===== config.mk =====
export PLATFORM = sky130hd
export DESIGN_NAME = matmul_sequencer
export DESIGN_NICKNAME = d
export VERILOG_FILES = /design/src/rtl/matmul_pkg.sv /design/src/rtl/matmul_vec_select.sv /design/src/rtl/matmul_sequencer.sv
export SDC_FILE = /design/constraint.sdc
export NUM_CORES = 2
export LEC_CHECK = 0
export ABC_CLOCK_PERIOD_IN_PS = 3900
export BUFFER_PORTS_ARGS = -buffer_cell sky130_fd_sc_hd__buf_2
export CELL_PAD_IN_SITES_DETAIL_PLACEMENT = 1
export CELL_PAD_IN_SITES_GLOBAL_PLACEMENT = 1
export CORE_AREA = 2 2 709 711
export CTS_CLUSTER_DIAMETER = 200
export DETAILED_ROUTE_END_ITERATION = 10
export DIE_AREA = 0 0 711 713
export MAX_ROUTING_LAYER = met4
export PLACE_DENSITY = 0.42
export SLEW_MARGIN = 20
export SYNTH_ARGS = -nofsm -noshare
export SYNTH_HDL_FRONTEND = slang
export SYNTH_SLANG_ARGS = --single-unit

===== constraint.sdc =====
create_clock -name clk -period 3.9 [get_ports clk]
set_input_delay 0.195 -clock clk [delete_from_list [all_inputs] [get_ports clk]]
set_output_delay 0.195 -clock clk [all_outputs]
set_load 0.01 [all_outputs]

===== src/rtl/matmul_pkg.sv =====
// Shared types and helpers for the matrix-multiply sequencer.
package matmul_pkg;

  localparam int unsigned WORD_WIDTH = 32;

  typedef enum logic [2:0] {
    IDLE     = 3'd0,
    ISSUE    = 3'd1,
    WAIT_ACK = 3'd2,
    WAIT_RES = 3'd3,
    DRAIN    = 3'd4,
    DONE     = 3'd5
  } state_e;

  // Flat element index of (r,c) in a row-major n x n matrix.
  function automatic int unsigned elem_idx(input int unsigned r, input int unsigned c,
                                           input int unsigned n);
    return r * n + c;
  endfunction

endpackage


===== src/rtl/matmul_vec_select.sv =====
// Combinational extraction of row i of A and column j of B from the latched matrices.
module matmul_vec_select import matmul_pkg::*; #(
  parameter int unsigned N    = 4,
  parameter int unsigned IdxW = 2
) (
  input  logic [N*N*WORD_WIDTH-1:0] i_mat_a,
  input  logic [N*N*WORD_WIDTH-1:0] i_mat_b,
  input  logic [IdxW-1:0]           i_row_idx,
  input  logic [IdxW-1:0]           i_col_idx,
  output logic [N*WORD_WIDTH-1:0]   o_row,
  output logic [N*WORD_WIDTH-1:0]   o_column
);

  // Gather A(i,k) and B(k,j) for every k.
  always_comb begin
    o_row    = '0;
    o_column = '0;
    for (int unsigned k = 0; k < N; k++) begin
      o_row[WORD_WIDTH*k +: WORD_WIDTH] =
          i_mat_a[WORD_WIDTH*elem_idx(32'(i_row_idx), k, N) +: WORD_WIDTH];
      o_column[WORD_WIDTH*k +: WORD_WIDTH] =
          i_mat_b[WORD_WIDTH*elem_idx(k, 32'(i_col_idx), N) +: WORD_WIDTH];
    end
  end

endmodule


===== src/rtl/matmul_sequencer.sv =====
// Sequences an N x N single-precision matrix product through an attached inner_product
// unit, one result element at a time in row-major order.
// Optional watchdog on the handshake waits: define MATMUL_SEQ_TIMEOUT_EN.
module matmul_sequencer import matmul_pkg::*; #(
  parameter int unsigned N = 4
) (
  input  logic                      clk,
  input  logic                      rst,
  input  logic                      start,
  input  logic [N*N*WORD_WIDTH-1:0] mat_a,
  input  logic [N*N*WORD_WIDTH-1:0] mat_b,
  output logic                      busy,
  output logic                      done,
  output logic [N*N*WORD_WIDTH-1:0] mat_c,
  output logic [N*WORD_WIDTH-1:0]   ip_row,
  output logic [N*WORD_WIDTH-1:0]   ip_column,
  output logic                      ip_row_stb,
  output logic                      ip_column_stb,
  output logic                      ip_out_ack,
  input  logic                      ip_row_ack,
  input  logic                      ip_column_ack,
  input  logic [WORD_WIDTH-1:0]     ip_out,
  input  logic                      ip_out_stb
`ifdef MATMUL_SEQ_TIMEOUT_EN
  ,
  output logic                      timeout_err
`endif
);

  localparam int unsigned    IdxW    = (N > 1) ? $clog2(N) : 1;
  localparam logic [IdxW-1:0] LastIdx = IdxW'(N - 1);

  state_e                    r_state;
  logic [N*N*WORD_WIDTH-1:0] r_mat_a;
  logic [N*N*WORD_WIDTH-1:0] r_mat_b;
  logic [N*N*WORD_WIDTH-1:0] r_mat_c;
  logic [IdxW-1:0]           r_i;
  logic [IdxW-1:0]           r_j;
  logic                      r_busy;
  logic                      r_done;
  logic                      r_stb;  // drives both stbs and ip_out_ack together
`ifdef MATMUL_SEQ_TIMEOUT_EN
  logic [15:0]               r_wdog;
  logic                      r_timeout;
`endif

  matmul_vec_select #(
    .N    (N),
    .IdxW (IdxW)
  ) u_vec_select (
    .i_mat_a   (r_mat_a),
    .i_mat_b   (r_mat_b),
    .i_row_idx (r_i),
    .i_col_idx (r_j),
    .o_row     (ip_row),
    .o_column  (ip_column)
  );

  // Sequencer FSM with registered handshake and status outputs.
  always_ff @(posedge clk) begin
    if (!rst) begin
      r_state   <= IDLE;
      r_mat_a   <= '0;
      r_mat_b   <= '0;
      r_mat_c   <= '0;
      r_i       <= '0;
      r_j       <= '0;
      r_busy    <= 1'b0;
      r_done    <= 1'b0;
      r_stb     <= 1'b0;
`ifdef MATMUL_SEQ_TIMEOUT_EN
      r_wdog    <= '0;
      r_timeout <= 1'b0;
`endif
    end else begin
      r_done <= 1'b0;
      unique case (r_state)
        IDLE: begin
          if (start) begin
            r_mat_a   <= mat_a;
            r_mat_b   <= mat_b;
            r_i       <= '0;
            r_j       <= '0;
            r_busy    <= 1'b1;
            r_state   <= ISSUE;
`ifdef MATMUL_SEQ_TIMEOUT_EN
            r_timeout <= 1'b0;
`endif
          end
        end
        ISSUE: begin
          r_stb   <= 1'b1;
          r_state <= WAIT_ACK;
`ifdef MATMUL_SEQ_TIMEOUT_EN
          r_wdog  <= '0;
`endif
        end
        WAIT_ACK: begin
          if (ip_row_ack && ip_column_ack) begin
            r_stb   <= 1'b0;
            r_state <= WAIT_RES;
`ifdef MATMUL_SEQ_TIMEOUT_EN
            r_wdog  <= '0;
`endif
          end
`ifdef MATMUL_SEQ_TIMEOUT_EN
          else if (r_wdog == 16'hFFFF) begin
            r_stb     <= 1'b0;
            r_timeout <= 1'b1;
            r_done    <= 1'b1;
            r_busy    <= 1'b0;
            r_state   <= IDLE;
          end else begin
            r_wdog <= r_wdog + 16'd1;
          end
`endif
        end
        WAIT_RES: begin
          if (ip_out_stb) begin
            r_mat_c[WORD_WIDTH*elem_idx(32'(r_i), 32'(r_j), N) +: WORD_WIDTH] <= ip_out;
            r_state <= DRAIN;
          end
`ifdef MATMUL_SEQ_TIMEOUT_EN
          else if (r_wdog == 16'hFFFF) begin
            r_timeout <= 1'b1;
            r_done    <= 1'b1;
            r_busy    <= 1'b0;
            r_state   <= IDLE;
          end else begin
            r_wdog <= r_wdog + 16'd1;
          end
`endif
        end
        DRAIN: begin
          // The result strobe must fall before the next request can be issued.
          if (!ip_out_stb) begin
            if (r_j == LastIdx) begin
              if (r_i == LastIdx) begin
                r_done  <= 1'b1;
                r_busy  <= 1'b0;
                r_state <= DONE;
              end else begin
                r_j     <= '0;
                r_i     <= r_i + 1'b1;
                r_state <= ISSUE;
              end
            end else begin
              r_j     <= r_j + 1'b1;
              r_state <= ISSUE;
            end
          end
        end
        DONE: begin
          r_state <= IDLE;
        end
        default: begin
          r_stb   <= 1'b0;
          r_busy  <= 1'b0;
          r_state <= IDLE;
        end
      endcase
    end
  end

  assign busy          = r_busy;
  assign done          = r_done;
  assign mat_c         = r_mat_c;
  assign ip_row_stb    = r_stb;
  assign ip_column_stb = r_stb;
  assign ip_out_ack    = r_stb;
`ifdef MATMUL_SEQ_TIMEOUT_EN
  assign timeout_err   = r_timeout;
`endif

endmodule


Word-level counts from Yosys, hierarchy flattened
Cells that the tools add are included.

cells by class
  add/subtract/negate cells = 10
  equality and inequality tests = 15
  shift-type cells = 10
  muxes and demuxes = 25
  bitwise logic cells = 5
  reduce and logical (&&, ||, !) cells = 13

operators with widths
  cell                       count
  $shiftx 512x33->32         6
  $bwmux 512                 1
  $shift 32x34->512 const A  1
  $shiftx 32x34->512         1
  $shiftx 512x10->32         1
  $shiftx 512x8->32          1
  $neg 10->34                1
  $mux 3                     6
  $pmux 3 s5                 1
  $mux 2                     7
  $ne 2x2->1 const B         7
  $reduce_or 4->1            3
  $add 4x2->5 const A        2
  $add 4x2->5 const B        2
  $reduce_and 5->1           2
  $pmux 2 s2                 2
  $reduce_and 4->1           2
  $eq 3x2->1 const B         2
  $eq 3x3->1 const B         2
  $mux 1                     6
  $pmux 1 s3                 2
  $reduce_and 2->1           3
  $add 4x1->5 const B        1
  $add 4x2->5                1
  other kinds (9)            15

storage, ports and cells
  register bits after elaboration = 1546
  bits of input ports = 1062
  word-level logic and storage cells = 87

Logic depth before layout (Yosys ltp)
  word-level depth = 5
  depth in mapped cells = 13
  depth with buffers taken out = 6

Hierarchy
A second synthesis with hierarchy kept.

unflattened totals
  cell total of the unflattened synthesis = 7003
  area total of the unflattened synthesis = 60491.8 µm²

by module, submodules not included
  module             instances  cells an instance  area each (µm²)
  matmul_sequencer   1          6691               54098.1
  matmul_vec_select  1          312                6393.6

Least setup slack after synthesis
OpenSTA, ideal clock, no wires.

  kind = register to register
  from = register r_i[0]
  to = register r_mat_c[386], in the netlist mat_c[386]
  library setup time = 72 ps
  arrival = 2947 ps
  data required time = 3828 ps
  setup slack = 881 ps
  stages on the path, launching flop included = 12
  path through = dfxtp_1 -> buf_2 -> clkbuf_1 -> buf_2 -> nor3_1 -> ha_1 -> clkbuf_1 -> nor2_1 -> o211ai_1 -> nor2_1 -> buf_4 -> mux2i_1

between the ends
  cells in the longest elaborated chain, start to end = 4
  elaborated cells between the ends (all ways) = 5
  classes of those cells = 2 x add/sub; 2 x shift; 1 x mux

RTL lines
  what                                                            line                     source
  start: declaration                                              matmul_sequencer.sv:37   logic [IdxW-1:0] r_i;
  start signal: assignment                                        matmul_sequencer.sv:144  r_i <= r_i + 1'b1;
  $add 4x2->5 (*)                                                 matmul_pkg.sv:18         return r * n + c;
  $neg 10->34 (*)                                                 matmul_sequencer.sv:120  r_mat_c[WORD_WIDTH*elem_idx(32'(r_i), 32'(r_j), N) +: WORD_WIDTH] <= ip_out;
  $shiftx 32x34->512 / $shift 32x34->512 (equally long branches)  matmul_sequencer.sv:120
  $bwmux 512 (*)                                                  matmul_sequencer.sv:120
  end signal: indexed assignment                                  matmul_sequencer.sv:120
  end: declaration                                                matmul_sequencer.sv:36   logic [N*N*WORD_WIDTH-1:0] r_mat_c;

Every way passes the cells marked *; elsewhere a longest branch is shown, timed or not.
A chain may end at the register's enable or synchronous reset.

Worst setup path in the final report
  from = register r_j[1]
  to = output ip_column[96]

between the ends
  cells in the longest elaborated chain, start to end = 2

RTL lines
  what                      line                     source
  start: declaration        matmul_sequencer.sv:38   logic [IdxW-1:0] r_j;
  start signal: assignment  matmul_sequencer.sv:148  r_j <= r_j + 1'b1;
  $add 4x2->5               matmul_pkg.sv:18
  $shiftx 512x33->32        matmul_vec_select.sv:22  i_mat_b[WORD_WIDTH*elem_idx(k, 32'(i_col_idx), N) +: WORD_WIDTH];
  end: declaration          matmul_sequencer.sv:16   output logic [N*WORD_WIDTH-1:0] ip_column,

Every way passes these cells.

==> summary.txt <==
Synth Cell Area: 63100 um2
Worst-case clock buffer depth: 4
Max cap viols: 0
Gr ovfl total: 0
CTS tree: built
Initial core utilization: 12.6%
Starting DRC count in detailed routing: 3004
Share of layout cells above drive strength 1: 26.1%
H-tree lvl count: 4
Crit path max-delay cell type: mux4_2
Largest net degree at the start of global routing: 160
Pre-antenna DRT Iters: 5
DRC Markers: 0
Clock sink total: 1546
Setup TNS: 0 ns
Ys async rst share: 0%
Outcome: finished clean
Sequential share of the synthesized area: 49.1%
Worst-path maximum fanout: 97
CP top delay family: buffers and inverters
Tcrit/Tclk final: 91.7%
Routed vias: 62609
Initial antenna violation count: 155
RSZ-0062 raised after global routing: false
Final hold violation count: 0
Mapped Nets: 7916
Startpoint types: register
Overall Power: 43000 uW
Core area: 500000 um2
Avg Cell Area, Syn: 9.21 um2
Cells after Synth: 6849
GRT Util Overall: 15.7%
Die height: 713 um
Synth area leader: dfxtp_1
Logic pwr share: 13.9%
Power per Cell Area: 431 nW/um2
Crit path cell chain: buf_4, buf_12, mux4_2, buf_2
Clk_skew: 0.0757 ns
Row count: 260
Max-slew violations: 0
Switching Power: 12300 uW
Total length of routed met3 wires: 21.2 mm
Sw frac: 28.5%
Routed wl met2: 199 mm
Worst Setup End Kind: output pin
# IOs: 1835
Net count, final: 10756
Number of I/O port buffers: 1834
DIE WIDTH: 711 um
Clk pwr share: 45.7%
Fin worst setup slack: 0.324 ns
Flop pwr share: 40.4%
Cell variety after synth: 45
Synthesis-stage register bit count: 1546
Final setup viols: 0
IR drop worst, VDD: 0.000363 V
Final worst path period need: 3.58 ns
CP max stage delay: 0.53 ns
Internal power: 30700 uW
Primary FF master, synth: dfxtp_1
First-pass GRT wire length: 550 mm
GPL Wtd Cong: 0.879
Antenna Violating Nets Remaining: 0
Clock transition at path regs: 0.06 ns
Slew @ Worst Pin: 1.13 ns
Die Area: 507000 um2
CP Class: register to output pin
WL met1: 167 mm
Area grow syn2layout: 58.2%
Synth area leaders: dfxtp_1 49%, nand2_1 14%, mux4_2 9.1%, a21boi_0 9.0%, a21boi_1 3.6%
Max Freq: 280 MHz
CTS root buf: clkbuf_16
Top cell type's share of synthesized area: 49.1%
Vias in the first global route: 65851
Post-DP HPWL: 309 mm
Pre-CTS setup slack: 0.881 ns
Buf+Inv Stages, Crit Path: 3
Number of synthesized flops with an enable pin: 0
Worst EP required: 3.70 ns
Max-Slew Margin vs Limit: 24.5%
Worst path arrival time: 3.38 ns
Via-to-Cell Ratio: 3.75
CTS Buf Count: 206
Hold Path Class: input pin to register
Final wirelength: 403 mm
YS warnings: 0
Top layer in use: met4
Clock Latency Late Sink: 0.90 ns
Drt wl/cell: 24.1 um
Leakage power: 0.0387 uW
## what timing repair did
item | 4_1_cts | 5_1_grt
endpoints found under the setup margin | 19 | 0
hold buffers | 1282 | 0
setup buffers | 0 | 0
resized for setup | 2 | 0
endpoints found under the hold margin | 1405 | 0
## worst min-delay path, cell delays in order
cell and delay, ns:
buf_2 0.11, nand2_1 0.41, a21boi_0 0.16
## cells by family after synthesis
| family | after synthesis | synth area share, % |
|---|---|---|
| buffers and inverters | 627 | 4.13 |
| AND/OR/NAND/NOR | 2848 | 18.1 |
| flip-flops | 1546 | 49.1 |
| adder cells (fa/ha/maj) | 5 | 0.0992 |
| multiplexers | 448 | 12.2 |
| AO/OA/AOI/OAI | 1373 | 16.4 |
| XOR/XNOR | 2 | 0.0278 |
## path summary, 6_finish.rpt
path	end	start	slack (ns)	cells after the start
worst max-delay path	ip_column[96]	r_j[1]	0.32	4
worst min-delay path	r_mat_a[497]	mat_a[497]	0.09	3
worst max register to register	r_mat_a[427]	r_state[0]	0.79	7
worst min register to register	mat_c[475]	mat_c[475]	0.45	2
## through the flow
stage / instance area (um2) / util (%) / std cells / hold WS, ns
after global placement: 79700 / 16.0 / 14878 / 0.439
after floorplan: 63100 / - / 6849 / 0.330
after detailed placement: 79700 / 16.0 / 14880 / 0.441
final: 99800 / 20.0 / 16684 / 0.0909
after global routing: 99700 / 20.0 / 16662 / 0.0447
after CTS: 99400 / 19.9 / 16526 / 0.0000460
## layout by cell type (no fill, tap or decap), types with 96 or more instances in the layout
| master | n |
|---|---|
| buf_4 | 96 |
| clkbuf_16 | 207 |
| dlygate4sd3_1 | 1282 |
| dfxtp_1 | 1542 |
| mux2i_1 | 192 |
| nand3_1 | 389 |
| nand2_1 | 2377 |
| o31ai_1 | 255 |
| a21boi_1 | 305 |
| buf_2 | 1833 |
| mux4_2 | 256 |
| a21boi_0 | 753 |
| diode_2 | 158 |
## synth_stat cells, drive strengths merged (8+ instances only)
cell,number
buf,200
dfxtp,1546
a21boi,1058
nor4,32
clkbuf,420
nand2,2378
o21bai,33
nand3,389
o2111ai,8
nor2,13
mux4,256
mux2i,192
o31ai,255
## per-layer routing
metal  up-vias  track usage [%]
li1      29336                -
met1     31173             18.1
met3       485             3.32
met4         0             5.24
met5         -                -
met2      1615             27.0
## layout make-up
cell class	count	area, um2
antenna	158	395
clock buffer	312	6060
clock inverter	52	738
fill	59050	400000
inverter	7	26.3
multi-input combinational	4676	29700
sequential	1546	31000
tap	6681	8360
timing repair buffer	3252	23500
## power by group through the flow
stage / clock, uW / combinational (uW) / sequential, uW
floorplan: 0 / 2550 / 17300
global placement: 0 / 4860 / 17700
detailed placement: 0 / 4890 / 17700
CTS: 20400 / 6120 / 17400
global route: 21000 / 6540 / 17500
finish: 19600 / 5960 / 17400
## state kept, by name, summed over array words and instances, names as in the netlist
register and flops:
done 1, r_i 2, mat_c 512, r_mat_a 512, r_mat_b 512, busy 1
r_j 2, ip_column_stb 1, r_state 3
(Power assumes the default switching activity.)
